--- config.mk ---
export PLATFORM = sky130hd
export DESIGN_NAME = ecfs_trigger_sequencer
export DESIGN_NICKNAME = d
export VERILOG_FILES = /design/src/rtl/ecfs_trigger_sequencer.sv
export SDC_FILE = /design/constraint.sdc
export NUM_CORES = 1
export LEC_CHECK = 0
export BUFFER_PORTS_ARGS = -buffer_cell sky130_fd_sc_hd__buf_2
export CAP_MARGIN = 0
export CORE_MARGIN = 1
export CORE_UTILIZATION = 40
export DETAILED_ROUTE_END_ITERATION = 12
export GPL_ROUTABILITY_DRIVEN = 0
export PLACE_DENSITY_LB_ADDON = 0.05
export SLEW_MARGIN = 25
export SYNTH_ARGS = -nofsm -noshare
export SYNTH_HDL_FRONTEND = slang
export SYNTH_SLANG_ARGS = --single-unit
--- constraint.sdc ---
create_clock -name clk -period 3.1 [get_ports clk]
set_input_delay 0.62 -clock clk [delete_from_list [all_inputs] [get_ports clk]]
set_output_delay 0.62 -clock clk [all_outputs]
set_load 0.05 [all_outputs]
--- src/rtl/ecfs_trigger_sequencer.sv ---
// Purpose : fans one PWM carrier sync edge out to up to five delayed, fixed-width trigger pulses.
// Latency : trig_out_i rises delay_i+1 cycles after the edge is sampled; all outputs are registered.
// Backpressure: none; an edge arriving mid-sequence is dropped and flagged as overrun.
//
// Ports:
//   clk, reset_n            - clock, asynchronous active-low reset
//   trig_in                 - carrier sync (synchronous to clk), rising edge starts a sequence
//   out_en                  - per-output enable mask, shadowed at sequence start
//   delay_0..delay_4        - cycles from trigger to pulse start, shadowed at sequence start
//   pulse_len               - pulse width minus one, shadowed at sequence start
//   clr_overrun             - synchronous clear of overrun status
//   trig_out_0..trig_out_4  - delayed trigger pulses (outputs >= OUTPUT_NUM tied low)
//   busy                    - a sequence is running
//   overrun                 - sticky: an edge was dropped because a sequence was running
//   overrun_cnt             - saturating dropped-edge count, only with ECFS_TRIG_OVERRUN_CNT_EN
//
// Build option: define ECFS_TRIG_OVERRUN_CNT_EN to add the overrun_cnt port and counter.
module ecfs_trigger_sequencer #(
  parameter int OUTPUT_NUM = 5,
  parameter int DELAY_W    = 16,
  parameter int PULSE_W    = 4
) (
  input  logic                  clk,
  input  logic                  reset_n,
  input  logic                  trig_in,
  input  logic [OUTPUT_NUM-1:0] out_en,
  input  logic [DELAY_W-1:0]    delay_0,
  input  logic [DELAY_W-1:0]    delay_1,
  input  logic [DELAY_W-1:0]    delay_2,
  input  logic [DELAY_W-1:0]    delay_3,
  input  logic [DELAY_W-1:0]    delay_4,
  input  logic [PULSE_W-1:0]    pulse_len,
  input  logic                  clr_overrun,
  output logic                  trig_out_0,
  output logic                  trig_out_1,
  output logic                  trig_out_2,
  output logic                  trig_out_3,
  output logic                  trig_out_4,
  output logic                  busy,
  output logic                  overrun
`ifdef ECFS_TRIG_OVERRUN_CNT_EN
  ,
  output logic [7:0]            overrun_cnt
`endif
);

  localparam int MAX_OUT = 5;

  typedef enum logic {IDLE, RUN} state_t;

  state_t               state_q, state_d;
  logic                 trig_d;
  logic                 trig_edge;
  logic                 accept;
  logic                 drop;
  logic                 drop_q;
  logic                 seq_done;

  logic [MAX_OUT-1:0]   en_ext;
  logic [DELAY_W-1:0]   dly    [MAX_OUT];
  logic [MAX_OUT-1:0]   sh_en;
  logic [DELAY_W-1:0]   sh_dly [MAX_OUT];
  logic [PULSE_W-1:0]   sh_pl;
  logic [DELAY_W-1:0]   cnt_q;

  logic [MAX_OUT-1:0]   fired_q;
  logic [MAX_OUT-1:0]   act_q;
  logic [PULSE_W-1:0]   pcnt_q [MAX_OUT];
  logic [MAX_OUT-1:0]   start;
  logic [MAX_OUT-1:0]   last;

  assign trig_edge = trig_in & ~trig_d;

  // Widen the mask to the full five slots; slots beyond OUTPUT_NUM never enable.
  always_comb begin
    en_ext                 = '0;
    en_ext[OUTPUT_NUM-1:0] = out_en;
    dly[0]                 = delay_0;
    dly[1]                 = delay_1;
    dly[2]                 = delay_2;
    dly[3]                 = delay_3;
    dly[4]                 = delay_4;
  end

  // Per-output start and final-pulse-cycle detection, all on shadowed config.
  always_comb begin
    start = '0;
    last  = '0;
    for (int i = 0; i < MAX_OUT; i++) begin
      start[i] = (state_q == RUN) && sh_en[i] && !fired_q[i] && (cnt_q == sh_dly[i]);
      last[i]  = act_q[i] && (pcnt_q[i] == sh_pl);
    end
  end

  // Done in the cycle whose closing edge drops the last pulse, so a sequence
  // can be re-armed at exactly that edge without a dead cycle.
  assign seq_done = (state_q == RUN) && (&((~sh_en | fired_q) & (~act_q | last)));

  always_ff @(posedge clk or negedge reset_n) begin
    if (!reset_n) begin
      state_q <= IDLE;
    end else begin
      state_q <= state_d;
    end
  end

  always_comb begin
    state_d = state_q;
    accept  = 1'b0;
    drop    = 1'b0;
    case (state_q)
      IDLE: begin
        if (trig_edge && (|en_ext)) begin
          accept  = 1'b1;
          state_d = RUN;
        end
      end
      RUN: begin
        if (seq_done) begin
          if (trig_edge && (|en_ext)) begin
            accept  = 1'b1;
            state_d = RUN;
          end else begin
            state_d = IDLE;
          end
        end else if (trig_edge) begin
          drop = 1'b1;
        end
      end
      default: state_d = IDLE;
    endcase
  end

  always_ff @(posedge clk or negedge reset_n) begin
    if (!reset_n) begin
      trig_d  <= 1'b0;
      sh_en   <= '0;
      sh_pl   <= '0;
      cnt_q   <= '0;
      fired_q <= '0;
      act_q   <= '0;
      for (int i = 0; i < MAX_OUT; i++) begin
        sh_dly[i] <= '0;
        pcnt_q[i] <= '0;
      end
    end else begin
      trig_d <= trig_in;
      if (accept) begin
        sh_en   <= en_ext;
        sh_pl   <= pulse_len;
        cnt_q   <= '0;
        fired_q <= '0;
        // Any pulse still high here is in its final cycle, so clearing is safe.
        act_q   <= '0;
        for (int i = 0; i < MAX_OUT; i++) begin
          sh_dly[i] <= dly[i];
          pcnt_q[i] <= '0;
        end
      end else if (state_q == RUN) begin
        if (cnt_q != '1) begin
          cnt_q <= cnt_q + DELAY_W'(1);
        end
        for (int i = 0; i < MAX_OUT; i++) begin
          if (start[i]) begin
            act_q[i]   <= 1'b1;
            fired_q[i] <= 1'b1;
            pcnt_q[i]  <= '0;
          end else if (act_q[i]) begin
            if (last[i]) begin
              act_q[i] <= 1'b0;
            end else begin
              pcnt_q[i] <= pcnt_q[i] + PULSE_W'(1);
            end
          end
        end
      end
    end
  end

  // busy lags entry into RUN by one edge but leaves with the last pulse.
  always_ff @(posedge clk or negedge reset_n) begin
    if (!reset_n) begin
      busy    <= 1'b0;
      drop_q  <= 1'b0;
      overrun <= 1'b0;
    end else begin
      busy   <= (state_q == RUN) && (state_d == RUN);
      drop_q <= drop;
      if (drop_q) begin
        overrun <= 1'b1;
      end else if (clr_overrun) begin
        overrun <= 1'b0;
      end
    end
  end

`ifdef ECFS_TRIG_OVERRUN_CNT_EN
  always_ff @(posedge clk or negedge reset_n) begin
    if (!reset_n) begin
      overrun_cnt <= 8'd0;
    end else if (clr_overrun) begin
      overrun_cnt <= drop_q ? 8'd1 : 8'd0;
    end else if (drop_q && (overrun_cnt != 8'hff)) begin
      overrun_cnt <= overrun_cnt + 8'd1;
    end
  end
`endif

  assign trig_out_0 = act_q[0];
  assign trig_out_1 = (OUTPUT_NUM > 1) ? act_q[1] : 1'b0;
  assign trig_out_2 = (OUTPUT_NUM > 2) ? act_q[2] : 1'b0;
  assign trig_out_3 = (OUTPUT_NUM > 3) ? act_q[3] : 1'b0;
  assign trig_out_4 = (OUTPUT_NUM > 4) ? act_q[4] : 1'b0;

endmodule
==> summary.json, run 1 <==
{
  "violated_checks": {"value": "design-rule violations"},
  "grt_setup_unrepaired": {"value": "no"},
  "crit_chain": {"value": "xor2_1 > o41a_1 > nor3_4 > a31oi_4 > buf_12 > buf_12 > mux2_4"},
  "post_synth_top_area_cell": {"value": "sky130_fd_sc_hd__dfrtp_1"},
  "ir_drop": {"value": 403, "unit": "uV"},
  "number_of_instances_in_the_synthesized_netlist": {"value": 629},
  "ctsLongestPathBuffers": {"value": 2},
  "path_clk_slew": {"value": 60, "unit": "ps"},
  "firstDrtPassIters": {"value": 11},
  "areaGrowthSynthToFinish": {"value": 19.4, "unit": "%"},
  "wl_per_cell": {"value": 19.1, "unit": "um"},
  "tritoncts.num_buffers": {"value": 17},
  "final_core_utilization": {"value": 0.493},
  "achievable-frequency": {"value": 0.371, "unit": "GHz"},
  "synthDistinctLibCells": {"value": 54},
  "global_route_wire_length_before_repair": {"value": 30.4, "unit": "mm"},
  "h-tree-depth": {"value": 4},
  "core_area": {"value": 0.0182, "unit": "mm2"},
  "die_height": {"value": 139, "unit": "um"},
  "multi_input_comb_area": {"value": 0.00376, "unit": "mm2"},
  "setup_viol": {"value": 0},
  "route.detailed.drc": {"value": 5},
  "yosysWarningCount": {"value": 0},
  "fillerInstances": {"value": 1666},
  "vias_in_the_first_global_route": {"value": 5429},
  "cts_root_buffer": {"value": "sky130_fd_sc_hd__clkbuf_16"},
  "synth_flop_cell": {"value": "sky130_fd_sc_hd__dfrtp_1"},
  "grt_max_degree": {"value": 66},
  "regToRegSetupSlack": {"value": 410, "unit": "ps"},
  "holdCritPathClass": {"value": "in -> async"},
  "timing.setup.tns": {"value": 0, "unit": "ps"},
  "cts_tree": {"value": "done"},
  "mostFrequentLayoutCell": {"value": "sky130_fd_sc_hd__dfrtp_1"},
  "ff2ff_path_depth": {"value": 7},
  "max_cap_viol_count": {"value": 0},
  "rows": {"value": 49},
  "synth-edff-count": {"value": 0},
  "detail_route.vias_per_cell": {"value": 5.21},
  "yosys.area_share.xor_xnor": {"value": 0.127},
  "run_status": {"value": "complete, but fails checks"},
  "crit_path_start_kind": {"value": "flop"},
  "grt_overflow_total": {"value": 0},
  "top_area_cells_in_the_synthesized_netlist": {"value": "sky130_fd_sc_hd__dfrtp_1 47%, sky130_fd_sc_hd__mux2_4 16%, sky130_fd_sc_hd__xor2_1 7.7%, sky130_fd_sc_hd__xnor2_1 5.0%, sky130_fd_sc_hd__nand4_1 1.7%"},
  "synth.top_cell.area_share": {"value": 0.466},
  "io_pins": {"value": 100},
  "critical_path.max_fanout": {"value": 30},
  "crit_top_cell": {"value": "sky130_fd_sc_hd__buf_12"},
  "routed_wl": {"value": 18.8, "unit": "mm"},
  "synth.ff_latch_count": {"value": 140},
  "worst-endpoint-required": {"value": 3400, "unit": "ps"},
  "final_hold_viol_count": {"value": 0},
  "route.antenna.remaining_nets": {"value": 0},
  "async_flop_share": {"value": 1.00},
  "dr_total_vias": {"value": 5125},
  "floorplan.initialDensity": {"value": 0.413},
  "antenna_found_initial": {"value": 0},
  "numPortBuffers": {"value": 99},
  "final.period_utilization": {"value": 0.869},
  "synthesis.area_per_instance": {"value": 12.0, "unit": "um2"},
  "synth_area": {"value": 0.00752, "unit": "mm2"},
  "reg2reg_from": {"value": "sh_pl[1]"},
  "share_of_synthesized_cell_area_in_and_or_nand_and_nor_gates": {"value": 0.112},
  "chipWidth": {"value": 139, "unit": "um"},
  "synth_sequential_area_ratio": {"value": 0.466},
  "clock_sinks": {"value": 140},
  "nNetsFinal": {"value": 840},
  "synth_adder_area_share": {"value": 0.00999},
  "arrival": {"value": 3000, "unit": "ps"},
  "die_area": {"value": 0.0193, "unit": "mm2"},
  "power_density": {"value": 952, "unit": "mW/mm2"},
  "cts-resized-gates": {"value": 0},
  "final-max-slew-violation-count": {"value": 0},
  "crit_path_kind": {"value": "reg -> reg"},
  "antenna_diode_count": {"value": 0},
  "area_used_by_sequential_logic_in_the_layout": {"value": 0.00350, "unit": "mm2"},
  "global_route.usage.total": {"value": 0.205},
  "final.setup_skew": {"value": 13.2, "unit": "ps"},
  "timing.critical_path.slowest_cell_delay": {"value": 540, "unit": "ps"},
  "compound_gate_fraction_of_synth_area": {"value": 0.0732},
  "worst_r2r_endpoint": {"value": "sh_dly[43]"},
  "yosys-mux-area-fraction": {"value": 0.175},
  "leakage": {"value": 4.30, "unit": "nW"},
  "drive_above_1_share": {"value": 0.351},
  "cts_hold_buf": {"value": 0},
  "place.detailed.hpwl": {"value": 13.3, "unit": "mm"},
  "cp-end-kind": {"value": "flop"},
  "postCtsSetupRepairBufs": {"value": 0},
  "maxSlewHeadroom": {"value": 0.543},
  "drt-initial-drc-count": {"value": 279},
  "layout.cells.most_common_list": {"value": "140 x sky130_fd_sc_hd__dfrtp_1, 98 x sky130_fd_sc_hd__buf_2, 79 x sky130_fd_sc_hd__mux2_4, 66 x sky130_fd_sc_hd__xor2_1, 43 x sky130_fd_sc_hd__xnor2_1"},
  "synth_nets": {"value": 728},
  "worst_skew_pair.late_latency": {"value": 420, "unit": "ps"},
  "synth_top_family_by_area": {"value": "multiplexers"},
  "layout_min_cycle_time": {"value": 2690, "unit": "ps"},
  "worst_pin_slew": {"value": 686, "unit": "ps"},
  "cpMaxStageDelayCell": {"value": "sky130_fd_sc_hd__o41a_1"}
}
==> worst max path at each step <==
stage / startpoint / endpoint / slack, ps / depth (start not counted)
after floorplan: out_en[3] / sh_dly[0] / 620 / 8
after global placement: out_en[3] / sh_dly[52] / 280 / 9
after detailed placement: out_en[3] / sh_dly[50] / 230 / 9
after CTS: sh_pl[1] / sh_dly[43] / 410 / 7
after global routing: sh_pl[1] / sh_dly[43] / 300 / 7
final: sh_pl[1] / sh_dly[43] / 410 / 7
==> cell families (layout without fill, tap and decap cells) <==
family,Yosys count,count (layout)
buffers and inverters,48,173
AND/OR/NAND/NOR,157,157
flip-flops,140,140
AO/OA/AOI/OAI,78,78
multiplexers,91,91
XOR/XNOR,109,109
adder cells (fa/ha/maj),6,6
==> cell type report <==
cell class / count / area share
clock buffer: 20 / 0.0509
clock inverter: 12 / 0.0153
inverter: 9 / 0.00376
multi-input combinational: 441 / 0.419
sequential: 140 / 0.390
tap: 229 / 0.0319
timing repair buffer: 132 / 0.0891
==> power by group <==
group / leakage [nW] / switching (W) / total (W) / internal, W
Clock: 0.287 / 0.000797 / 0.00203 / 0.00123
Sequential: 1.73 / 0.000845 / 0.00344 / 0.00260
Combinational: 2.28 / 0.00125 / 0.00307 / 0.00182
==> per-layer routing <==
layer  GRT usage  routed length, um
met1       0.269               8710
met2       0.344               9110
met3      0.0463                829
met4      0.0509                118
met5           0                  0
==> critical path, delay by kind of cell (launching register included) <==
kind,cells,cell delay (ps)
muxes,1,300
buffers and inverters,2,400
DFF,1,530
AOI/OAI and AO/OA,2,710
and+or+nand+nor,1,360
xor gates and xnor gates,1,230
==> state kept, by name (all words and copies together) (netlist names), 4 cells and up <==
register / flops
sh_en: 5
pcnt_q: 20
sh_pl: 4
act_q: 5
fired_q: 5
cnt_q: 16
sh_dly: 80
==> cells in the mapped netlist (4+ instances only) <==
master                     instances
sky130_fd_sc_hd__dfrtp_1         140
sky130_fd_sc_hd__mux2_4           79
sky130_fd_sc_hd__xor2_1           66
sky130_fd_sc_hd__xnor2_1          43
sky130_fd_sc_hd__nand2_1          32
sky130_fd_sc_hd__nor2_1           23
sky130_fd_sc_hd__nand4_1          20
sky130_fd_sc_hd__nand3_1          17
sky130_fd_sc_hd__a21oi_1          15
sky130_fd_sc_hd__buf_2            15
sky130_fd_sc_hd__o21ai_0          13
sky130_fd_sc_hd__clkbuf_1         12
sky130_fd_sc_hd__nor4_1           12
sky130_fd_sc_hd__mux2_2           10
sky130_fd_sc_hd__inv_1             9
sky130_fd_sc_hd__nor3_1            9
sky130_fd_sc_hd__buf_6             8
sky130_fd_sc_hd__nor2b_1           7
sky130_fd_sc_hd__ha_1              6
sky130_fd_sc_hd__nand3b_1          6
sky130_fd_sc_hd__a31oi_1           5
sky130_fd_sc_hd__and3_1            5
sky130_fd_sc_hd__nand2b_1          5
sky130_fd_sc_hd__o41a_1            5
sky130_fd_sc_hd__or3_1             5
sky130_fd_sc_hd__or4_1             5
sky130_fd_sc_hd__a31o_2            4
==> stage by stage <==
step | cells | instance area [um2] | total power (W) | hold slack (ps) | setup WS, ps
2_1_floorplan | 629 | 7520 | 0.00573 | 324 | 619
3_3_place_gp | 951 | 8380 | 0.00647 | 411 | 277
3_5_place_dp | 951 | 8380 | 0.00657 | 418 | 226
4_1_cts | 983 | 8980 | 0.00864 | 222 | 412
5_1_grt | 983 | 8980 | 0.00908 | 240 | 296
6_report | 983 | 8980 | 0.00855 | 209 | 406
(Power assumes the default switching activity.)
==> run 2, diff against run 1 <==
--- a/config.mk
+++ b/config.mk
@@ -6,7 +6,8 @@
 export NUM_CORES = 1
 export LEC_CHECK = 0
 export BUFFER_PORTS_ARGS = -buffer_cell sky130_fd_sc_hd__buf_2
-export CAP_MARGIN = 0
+export CELL_PAD_IN_SITES_DETAIL_PLACEMENT = 0
+export CELL_PAD_IN_SITES_GLOBAL_PLACEMENT = 1
 export CORE_MARGIN = 1
 export CORE_UTILIZATION = 40
 export DETAILED_ROUTE_END_ITERATION = 12
==> run 2 against run 1 <==
Effect of this change:
- the flow still finishes with violations (design-rule violations)
- clock skew decreased by 5.0 ps
- critical path depth stayed put
- largest power group unchanged
- non-clock buffer count fell by 5
- hold slack worse by 15 ps
- routed wire length down 0.54%
- flip-flop and latch count unchanged
- combinational power is essentially flat
- core utilization shrank 0.22 points
==> summary.json, run 2 (same netlist as run 1, synthesis figures left out) <==
{
  "run_status": {"value": "complete, but fails checks", "change": "unchanged"},
  "violated_checks": {"value": "design-rule violations", "change": "unchanged"},
  "power_frac_comb": {"value": 0.360, "change": "about the same"},
  "netSwitchingPower": {"value": 0.00285, "unit": "W", "change": "was 0.00289 W"},
  "clock_power_share": {"value": 0.243, "change": "was 0.237"},
  "grt_overflow_total": {"value": 0, "change": "unchanged"},
  "drive_above_1_share": {"value": 0.344, "change": "was 0.351"},
  "largest_registers": {"value": "sh_dly (80), pcnt_q (20), cnt_q (16)", "change": "unchanged"},
  "arrival": {"value": 2990, "unit": "ps", "change": "was 3000 ps"},
  "chipWidth": {"value": 139, "unit": "um", "change": "unchanged"},
  "switching_share": {"value": 0.333, "change": "was 0.338"},
  "largest_register_ff_count": {"value": 80, "change": "unchanged"},
  "worst-endpoint-required": {"value": 3380, "unit": "ps", "change": "was 3400 ps"},
  "vias_in_the_first_global_route": {"value": 5292, "change": "was 5429"},
  "areaGrowthSynthToFinish": {"value": 18.9, "unit": "%", "change": "was 19.4%"},
  "achievable-frequency": {"value": 0.369, "unit": "GHz", "change": "was 0.371 GHz"},
  "final.period_utilization": {"value": 0.875, "change": "was 0.869"},
  "ctsLongestPathBuffers": {"value": 2, "change": "unchanged"},
  "maxSlewHeadroom": {"value": 0.561, "change": "was 0.543"},
  "path_clk_slew": {"value": 60, "unit": "ps", "change": "about the same"},
  "dr_total_vias": {"value": 5118, "change": "was 5125"},
  "firstDrtPassIters": {"value": 10, "change": "was 11"},
  "crit_chain": {"value": "xor2_1 > o41a_1 > nor3_1 > a31oi_4 > buf_12 > o21ai_1 > o22ai_1", "change": "was xor2_1 > o41a_1 > nor3_4 > a31oi_4 > buf_12 > buf_12 > mux2_4"},
  "numPortBuffers": {"value": 99, "change": "unchanged"},
  "detail_route.vias_per_cell": {"value": 5.23, "change": "was 5.21"},
  "regMostFlops": {"value": "sh_dly", "change": "unchanged"},
  "io_pins": {"value": 100, "change": "unchanged"},
  "cpMaxStageDelayCell": {"value": "sky130_fd_sc_hd__o41a_1", "change": "unchanged"},
  "cts-resized-gates": {"value": 0, "change": "unchanged"},
  "die_height": {"value": 139, "unit": "um", "change": "unchanged"},
  "clock_sinks": {"value": 140, "change": "unchanged"},
  "critical_path.max_fanout": {"value": 69, "change": "was 30"},
  "area_used_by_sequential_logic_in_the_layout": {"value": 0.00350, "unit": "mm2", "change": "unchanged"},
  "grt_setup_unrepaired": {"value": "no", "change": "unchanged"},
  "routed_wl": {"value": 18.7, "unit": "mm", "change": "was 18.8 mm"},
  "antenna_diode_count": {"value": 0, "change": "unchanged"},
  "cp-end-kind": {"value": "flop", "change": "unchanged"},
  "leakage": {"value": 4.27, "unit": "nW", "change": "was 4.30 nW"},
  "cts_tree": {"value": "done", "change": "unchanged"},
  "max_cap_viol_count": {"value": 0, "change": "unchanged"},
  "die_area": {"value": 0.0193, "unit": "mm2", "change": "unchanged"},
  "pwr-share-seq": {"value": 0.397, "change": "was 0.403"},
  "global_route.usage.total": {"value": 0.205, "change": "about the same"},
  "h-tree-depth": {"value": 4, "change": "unchanged"},
  "postCtsSetupRepairBufs": {"value": 0, "change": "unchanged"},
  "route.detailed.drc": {"value": 1, "change": "was 5"},
  "global_route_wire_length_before_repair": {"value": 30.0, "unit": "mm", "change": "was 30.4 mm"},
  "final_core_utilization": {"value": 0.491, "change": "was 0.493"},
  "power_density": {"value": 958, "unit": "mW/mm2", "change": "was 952 mW/mm2"},
  "worst_pin_slew": {"value": 659, "unit": "ps", "change": "was 686 ps"},
  "layout_min_cycle_time": {"value": 2710, "unit": "ps", "change": "was 2690 ps"},
  "route.antenna.remaining_nets": {"value": 0, "change": "unchanged"},
  "multi_input_comb_area": {"value": 0.00376, "unit": "mm2", "change": "unchanged"},
  "worst_skew_pair.late_latency": {"value": 420, "unit": "ps", "change": "about the same"},
  "final-max-slew-violation-count": {"value": 0, "change": "unchanged"},
  "wl_per_cell": {"value": 19.1, "unit": "um", "change": "about the same"},
  "placed_cell_area": {"value": 0.00833, "unit": "mm2", "change": "was 0.00838 mm2"},
  "crit_path_kind": {"value": "reg -> reg", "change": "unchanged"},
  "power_report.internal_total": {"value": 0.00571, "unit": "W", "change": "was 0.00566 W"},
  "worst_hold_slack": {"value": 194, "unit": "ps", "change": "was 209 ps"},
  "setup_viol": {"value": 0, "change": "unchanged"},
  "mostFrequentLayoutCell": {"value": "sky130_fd_sc_hd__dfrtp_1", "change": "unchanged"},
  "grt_max_degree": {"value": 70, "change": "was 66"},
  "rows": {"value": 49, "change": "unchanged"},
  "cts_hold_buf": {"value": 0, "change": "unchanged"},
  "place.detailed.hpwl": {"value": 13.1, "unit": "mm", "change": "was 13.3 mm"},
  "tritoncts.num_buffers": {"value": 17, "change": "unchanged"},
  "final.setup_skew": {"value": 8.18, "unit": "ps", "change": "was 13.2 ps"},
  "drt-initial-drc-count": {"value": 189, "change": "was 279"},
  "core_area": {"value": 0.0182, "unit": "mm2", "change": "unchanged"},
  "antenna_found_initial": {"value": 0, "change": "unchanged"},
  "final_hold_viol_count": {"value": 0, "change": "unchanged"},
  "final_cell_area": {"value": 0.00894, "unit": "mm2", "change": "was 0.00898 mm2"},
  "fillerInstances": {"value": 1668, "change": "was 1666"},
  "cts_root_buffer": {"value": "sky130_fd_sc_hd__clkbuf_16", "change": "unchanged"},
  "floorplan.initialDensity": {"value": 0.413, "change": "unchanged"},
  "timing.critical_path.slowest_cell_delay": {"value": 590, "unit": "ps", "change": "was 540 ps"},
  "nNetsFinal": {"value": 835, "change": "was 840"},
  "ir_drop": {"value": 399, "unit": "uV", "change": "was 403 uV"},
  "crit_path_start_kind": {"value": "flop", "change": "unchanged"},
  "holdCritPathClass": {"value": "in -> async", "change": "unchanged"},
  "layout.cells.most_common_list": {"value": "140 x sky130_fd_sc_hd__dfrtp_1, 98 x sky130_fd_sc_hd__buf_2, 79 x sky130_fd_sc_hd__mux2_4, 66 x sky130_fd_sc_hd__xor2_1, 43 x sky130_fd_sc_hd__xnor2_1", "change": "unchanged"}
}
-- run 2: area by class of cell --
type / count / share of cell area
inverters: 9 / 0.00378
clock inverters: 10 / 0.0157
repair buffers: 127 / 0.0839
multi-input cells: 441 / 0.421
well taps: 229 / 0.0321
clock buffers: 22 / 0.0519
flip-flops and latches: 140 / 0.392
-- run 2: worst max-delay path, delay by kind of cell, from the launching register on --
kind / cells / cell delay [ps]
simple gates: 1 / 380
xor+xnor: 1 / 230
buf+inv: 1 / 260
compound gates: 4 / 1130
flops: 1 / 530
-- run 2: worst paths after layout --
check                          from         to  slack, ps  cells after the start
max reg2reg                sh_pl[0]  pcnt_q[9]        390                      7
max in group asynchronous   reset_n  cnt_q[10]       2150                      2
min reg2reg                  drop_q    overrun        440                      1
max                        sh_pl[0]  pcnt_q[9]        390                      7
min                         reset_n  pcnt_q[8]        190                      1
min in group clk            trig_in     trig_d        310                      1
-- run 2: power by group through the flow --
stage / sequential [W] / clock [W] / combinational [W]
3_3_place_gp: 0.00342 / 0 / 0.00304
3_5_place_dp: 0.00343 / 0 / 0.00311
2_1_floorplan: 0.00308 / 0 / 0.00265
5_1_grt: 0.00351 / 0.00222 / 0.00338
4_1_cts: 0.00341 / 0.00214 / 0.00312
6_report: 0.00340 / 0.00208 / 0.00309
-- run 2: metal layers --
metal | up-vias | global-route usage | wire [um]
met5 | - | 0 | 0
met4 | 0 | 0.0573 | 212
met3 | 15 | 0.0452 | 607
met2 | 93 | 0.334 | 8980
met1 | 2563 | 0.275 | 8870
li1 | 2447 | - | -
-- run 2: stage by stage --
stage | TNS (ps) | total power [W] | setup slack, ps | instances
5_1_grt | 0 | 0.00910 | 224 | 978
3_3_place_gp | 0 | 0.00646 | 77.9 | 946
6_report | 0 | 0.00856 | 388 | 978
2_1_floorplan | 0 | 0.00573 | 619 | 629
4_1_cts | 0 | 0.00867 | 389 | 978
3_5_place_dp | -134 | 0.00654 | -26.8 | 946
==> run 3, diff against run 2 <==
--- a/config.mk
+++ b/config.mk
@@ -9,7 +9,7 @@
 export CELL_PAD_IN_SITES_DETAIL_PLACEMENT = 0
 export CELL_PAD_IN_SITES_GLOBAL_PLACEMENT = 1
 export CORE_MARGIN = 1
-export CORE_UTILIZATION = 40
+export CORE_UTILIZATION = 47
 export DETAILED_ROUTE_END_ITERATION = 12
 export GPL_ROUTABILITY_DRIVEN = 0
 export PLACE_DENSITY_LB_ADDON = 0.05
==> run 3 against run 2 <==
Effect of this change:
- the flow now finishes without violations
- core utilization grew 8.2 points
- fmax grew 1.3%
- register-to-register slack improved by 30 ps
- final area is 1.0% lower
- routed wire length fell by 4.0%
- hold slack barely moved
==> summary.json, run 3 (same netlist as run 1, synthesis figures left out) <==
{
  "core_area": {"value": 0.0154, "unit": "mm2", "change": "was 0.0182 mm2"},
  "cp_top_delay_family": {"value": "compound AO/OA/AOI/OAI gates", "change": "unchanged"},
  "regMostFlops": {"value": "sh_dly", "change": "unchanged"},
  "largest_registers": {"value": "sh_dly (80), pcnt_q (20), cnt_q (16)", "change": "unchanged"},
  "place.detailed.hpwl": {"value": 12.8, "unit": "mm", "change": "was 13.1 mm"},
  "firstDrtPassIters": {"value": 4, "change": "was 10"},
  "layout_min_cycle_time": {"value": 2680, "unit": "ps", "change": "was 2710 ps"},
  "crit_path_start_kind": {"value": "flop", "change": "unchanged"},
  "grt_setup_unrepaired": {"value": "no", "change": "unchanged"},
  "vias_in_the_first_global_route": {"value": 5275, "change": "was 5292"},
  "max_cap_viol_count": {"value": 0, "change": "unchanged"},
  "grt_overflow_total": {"value": 0, "change": "unchanged"},
  "achievable-frequency": {"value": 0.373, "unit": "GHz", "change": "was 0.369 GHz"},
  "numPortBuffers": {"value": 99, "change": "unchanged"},
  "timing.setup.tns": {"value": 0, "unit": "ps", "change": "unchanged"},
  "route.antenna.remaining_nets": {"value": 0, "change": "unchanged"},
  "wl_per_cell": {"value": 18.6, "unit": "um", "change": "was 19.1 um"},
  "dr_total_vias": {"value": 5152, "change": "was 5118"},
  "fin_ws": {"value": 422, "unit": "ps", "change": "was 388 ps"},
  "setup_viol": {"value": 0, "change": "unchanged"},
  "antenna_diode_count": {"value": 0, "change": "unchanged"},
  "final-max-slew-violation-count": {"value": 0, "change": "unchanged"},
  "maxSlewHeadroom": {"value": 0.566, "change": "was 0.561"},
  "global_route_wire_length_before_repair": {"value": 29.0, "unit": "mm", "change": "was 30.0 mm"},
  "clock_sinks": {"value": 140, "change": "unchanged"},
  "path_buf_inv": {"value": 0, "change": "was 1"},
  "die_height": {"value": 128, "unit": "um", "change": "was 139 um"},
  "postCtsSetupRepairBufs": {"value": 0, "change": "unchanged"},
  "cpMaxStageDelayCell": {"value": "sky130_fd_sc_hd__o41a_1", "change": "unchanged"},
  "crit_chain": {"value": "xor2_1 > o41a_1 > nor3_4 > a41oi_1 > or3_1 > a21oi_1", "change": "was xor2_1 > o41a_1 > nor3_1 > a31oi_4 > buf_12 > o21ai_1 > o22ai_1"},
  "io_pins": {"value": 100, "change": "unchanged"},
  "areaGrowthSynthToFinish": {"value": 17.6, "unit": "%", "change": "was 18.9%"},
  "detail_route.vias_per_cell": {"value": 5.36, "change": "was 5.23"},
  "drt-initial-drc-count": {"value": 281, "change": "was 189"},
  "routed_wl": {"value": 17.9, "unit": "mm", "change": "was 18.7 mm"},
  "final.setup_skew": {"value": 17.2, "unit": "ps", "change": "was 8.18 ps"},
  "mostFrequentLayoutCell": {"value": "sky130_fd_sc_hd__dfrtp_1", "change": "unchanged"},
  "worst_skew_pair.late_latency": {"value": 430, "unit": "ps", "change": "was 420 ps"},
  "leakage": {"value": 4.24, "unit": "nW", "change": "was 4.27 nW"},
  "arrival": {"value": 3030, "unit": "ps", "change": "was 2990 ps"},
  "critical_path.max_fanout": {"value": 6, "change": "was 69"},
  "final.period_utilization": {"value": 0.864, "change": "was 0.875"},
  "ir_drop": {"value": 439, "unit": "uV", "change": "was 399 uV"},
  "fillerInstances": {"value": 1349, "change": "was 1668"},
  "reg2reg_from": {"value": "sh_pl[1]", "change": "was sh_pl[0]"},
  "nNetsFinal": {"value": 836, "change": "was 835"},
  "worst_r2r_endpoint": {"value": "cnt_q[9]", "change": "was pcnt_q[9]"},
  "h-tree-depth": {"value": 4, "change": "unchanged"},
  "global_route.usage.total": {"value": 0.236, "change": "was 0.205"},
  "timing.critical_path.depth": {"value": 6, "change": "was 7"},
  "run_status": {"value": "completed", "change": "was complete, but fails checks"},
  "die_area": {"value": 0.0165, "unit": "mm2", "change": "was 0.0193 mm2"},
  "crit_path_kind": {"value": "reg -> reg", "change": "unchanged"},
  "worst-endpoint-required": {"value": 3450, "unit": "ps", "change": "was 3380 ps"},
  "floorplan.initialDensity": {"value": 0.487, "change": "was 0.413"},
  "route.detailed.drc": {"value": 0, "change": "was 1"},
  "tritoncts.num_buffers": {"value": 17, "change": "unchanged"},
  "layout.cells.most_common_list": {"value": "140 x sky130_fd_sc_hd__dfrtp_1, 98 x sky130_fd_sc_hd__buf_2, 79 x sky130_fd_sc_hd__mux2_4, 66 x sky130_fd_sc_hd__xor2_1, 43 x sky130_fd_sc_hd__xnor2_1", "change": "unchanged"},
  "holdCritPathClass": {"value": "in -> async", "change": "unchanged"},
  "post-place-ws": {"value": 258, "unit": "ps", "change": "was -26.8 ps"},
  "antenna_found_initial": {"value": 0, "change": "unchanged"},
  "cts_root_buffer": {"value": "sky130_fd_sc_hd__clkbuf_16", "change": "unchanged"},
  "path_clk_slew": {"value": 70, "unit": "ps", "change": "was 60 ps"},
  "cp-end-kind": {"value": "flop", "change": "unchanged"},
  "regToRegSetupSlack": {"value": 420, "unit": "ps", "change": "was 390 ps"},
  "cts-resized-gates": {"value": 0, "change": "unchanged"},
  "drive_above_1_share": {"value": 0.347, "change": "was 0.344"},
  "grt_max_degree": {"value": 69, "change": "was 70"},
  "rows": {"value": 45, "change": "was 49"},
  "final_hold_viol_count": {"value": 0, "change": "unchanged"},
  "cts_hold_buf": {"value": 0, "change": "unchanged"},
  "worst_pin_slew": {"value": 652, "unit": "ps", "change": "was 659 ps"},
  "chipWidth": {"value": 128, "unit": "um", "change": "was 139 um"},
  "power_density": {"value": 939, "unit": "mW/mm2", "change": "was 958 mW/mm2"},
  "cts_tree": {"value": "done", "change": "unchanged"},
  "ctsLongestPathBuffers": {"value": 2, "change": "unchanged"},
  "ff2ff_path_depth": {"value": 6, "change": "was 7"},
  "timing.critical_path.slowest_cell_delay": {"value": 540, "unit": "ps", "change": "was 590 ps"},
  "largest_register_ff_count": {"value": 80, "change": "unchanged"}
}
==> run 3: per-layer routing <==
metal  wire (um)  GRT usage  vias up
met3         722     0.0441       14
met2        8790      0.381      115
met1        8190      0.321     2568
met5           0          0        -
li1            -          -     2455
met4         206     0.0775        0
==> run 3: worst max-delay path by stage <==
stage / start / endpoint / slack, ps
after detailed placement: out_en[3] / sh_dly[21] / 260
after CTS: sh_pl[1] / cnt_q[9] / 430
final: sh_pl[1] / cnt_q[9] / 420
after floorplan: out_en[3] / sh_dly[0] / 620
after global routing: sh_pl[1] / cnt_q[11] / 290
after global placement: out_en[3] / sh_dly[26] / 320
==> run 3: cell type report <==
class                      count  area, um2  area share
clock buffer                  19        433      0.0490
clock inverter                13       93.8      0.0106
inverter                       9       33.8     0.00382
multi-input combinational    441       3760       0.425
sequential                   140       3500       0.396
tap                          211        264      0.0299
timing repair buffer         128        757      0.0856
==> run 3: per-stage QoR <==
step / hold slack, ps / power (W) / std cells / utilization / instance area (um2)
floorplan: 324 / 0.00573 / 629 / - / 7520
global placement: 411 / 0.00641 / 929 / 0.539 / 8320
detailed placement: 418 / 0.00652 / 929 / 0.539 / 8320
CTS: 221 / 0.00838 / 961 / 0.573 / 8840
global route: 234 / 0.00883 / 961 / 0.573 / 8840
finish: 195 / 0.00830 / 961 / 0.573 / 8840
==> run 3: worst register-to-register path, cell delays in order, from the launching register on <==
cell                      delay, ps
sky130_fd_sc_hd__dfrtp_1        520
sky130_fd_sc_hd__xor2_1         230
sky130_fd_sc_hd__o41a_1         540
sky130_fd_sc_hd__nor3_4         400
sky130_fd_sc_hd__a41oi_1        370
sky130_fd_sc_hd__or3_1          410
sky130_fd_sc_hd__a21oi_1        140
==> run 3: report_power, final <==
group / internal [W] / switching, W / leakage [nW] / total, W
Combinational: 0.00182 / 0.00122 / 2.26 / 0.00304
Clock: 0.00102 / 0.000811 / 0.250 / 0.00183
Sequential: 0.00260 / 0.000830 / 1.73 / 0.00343
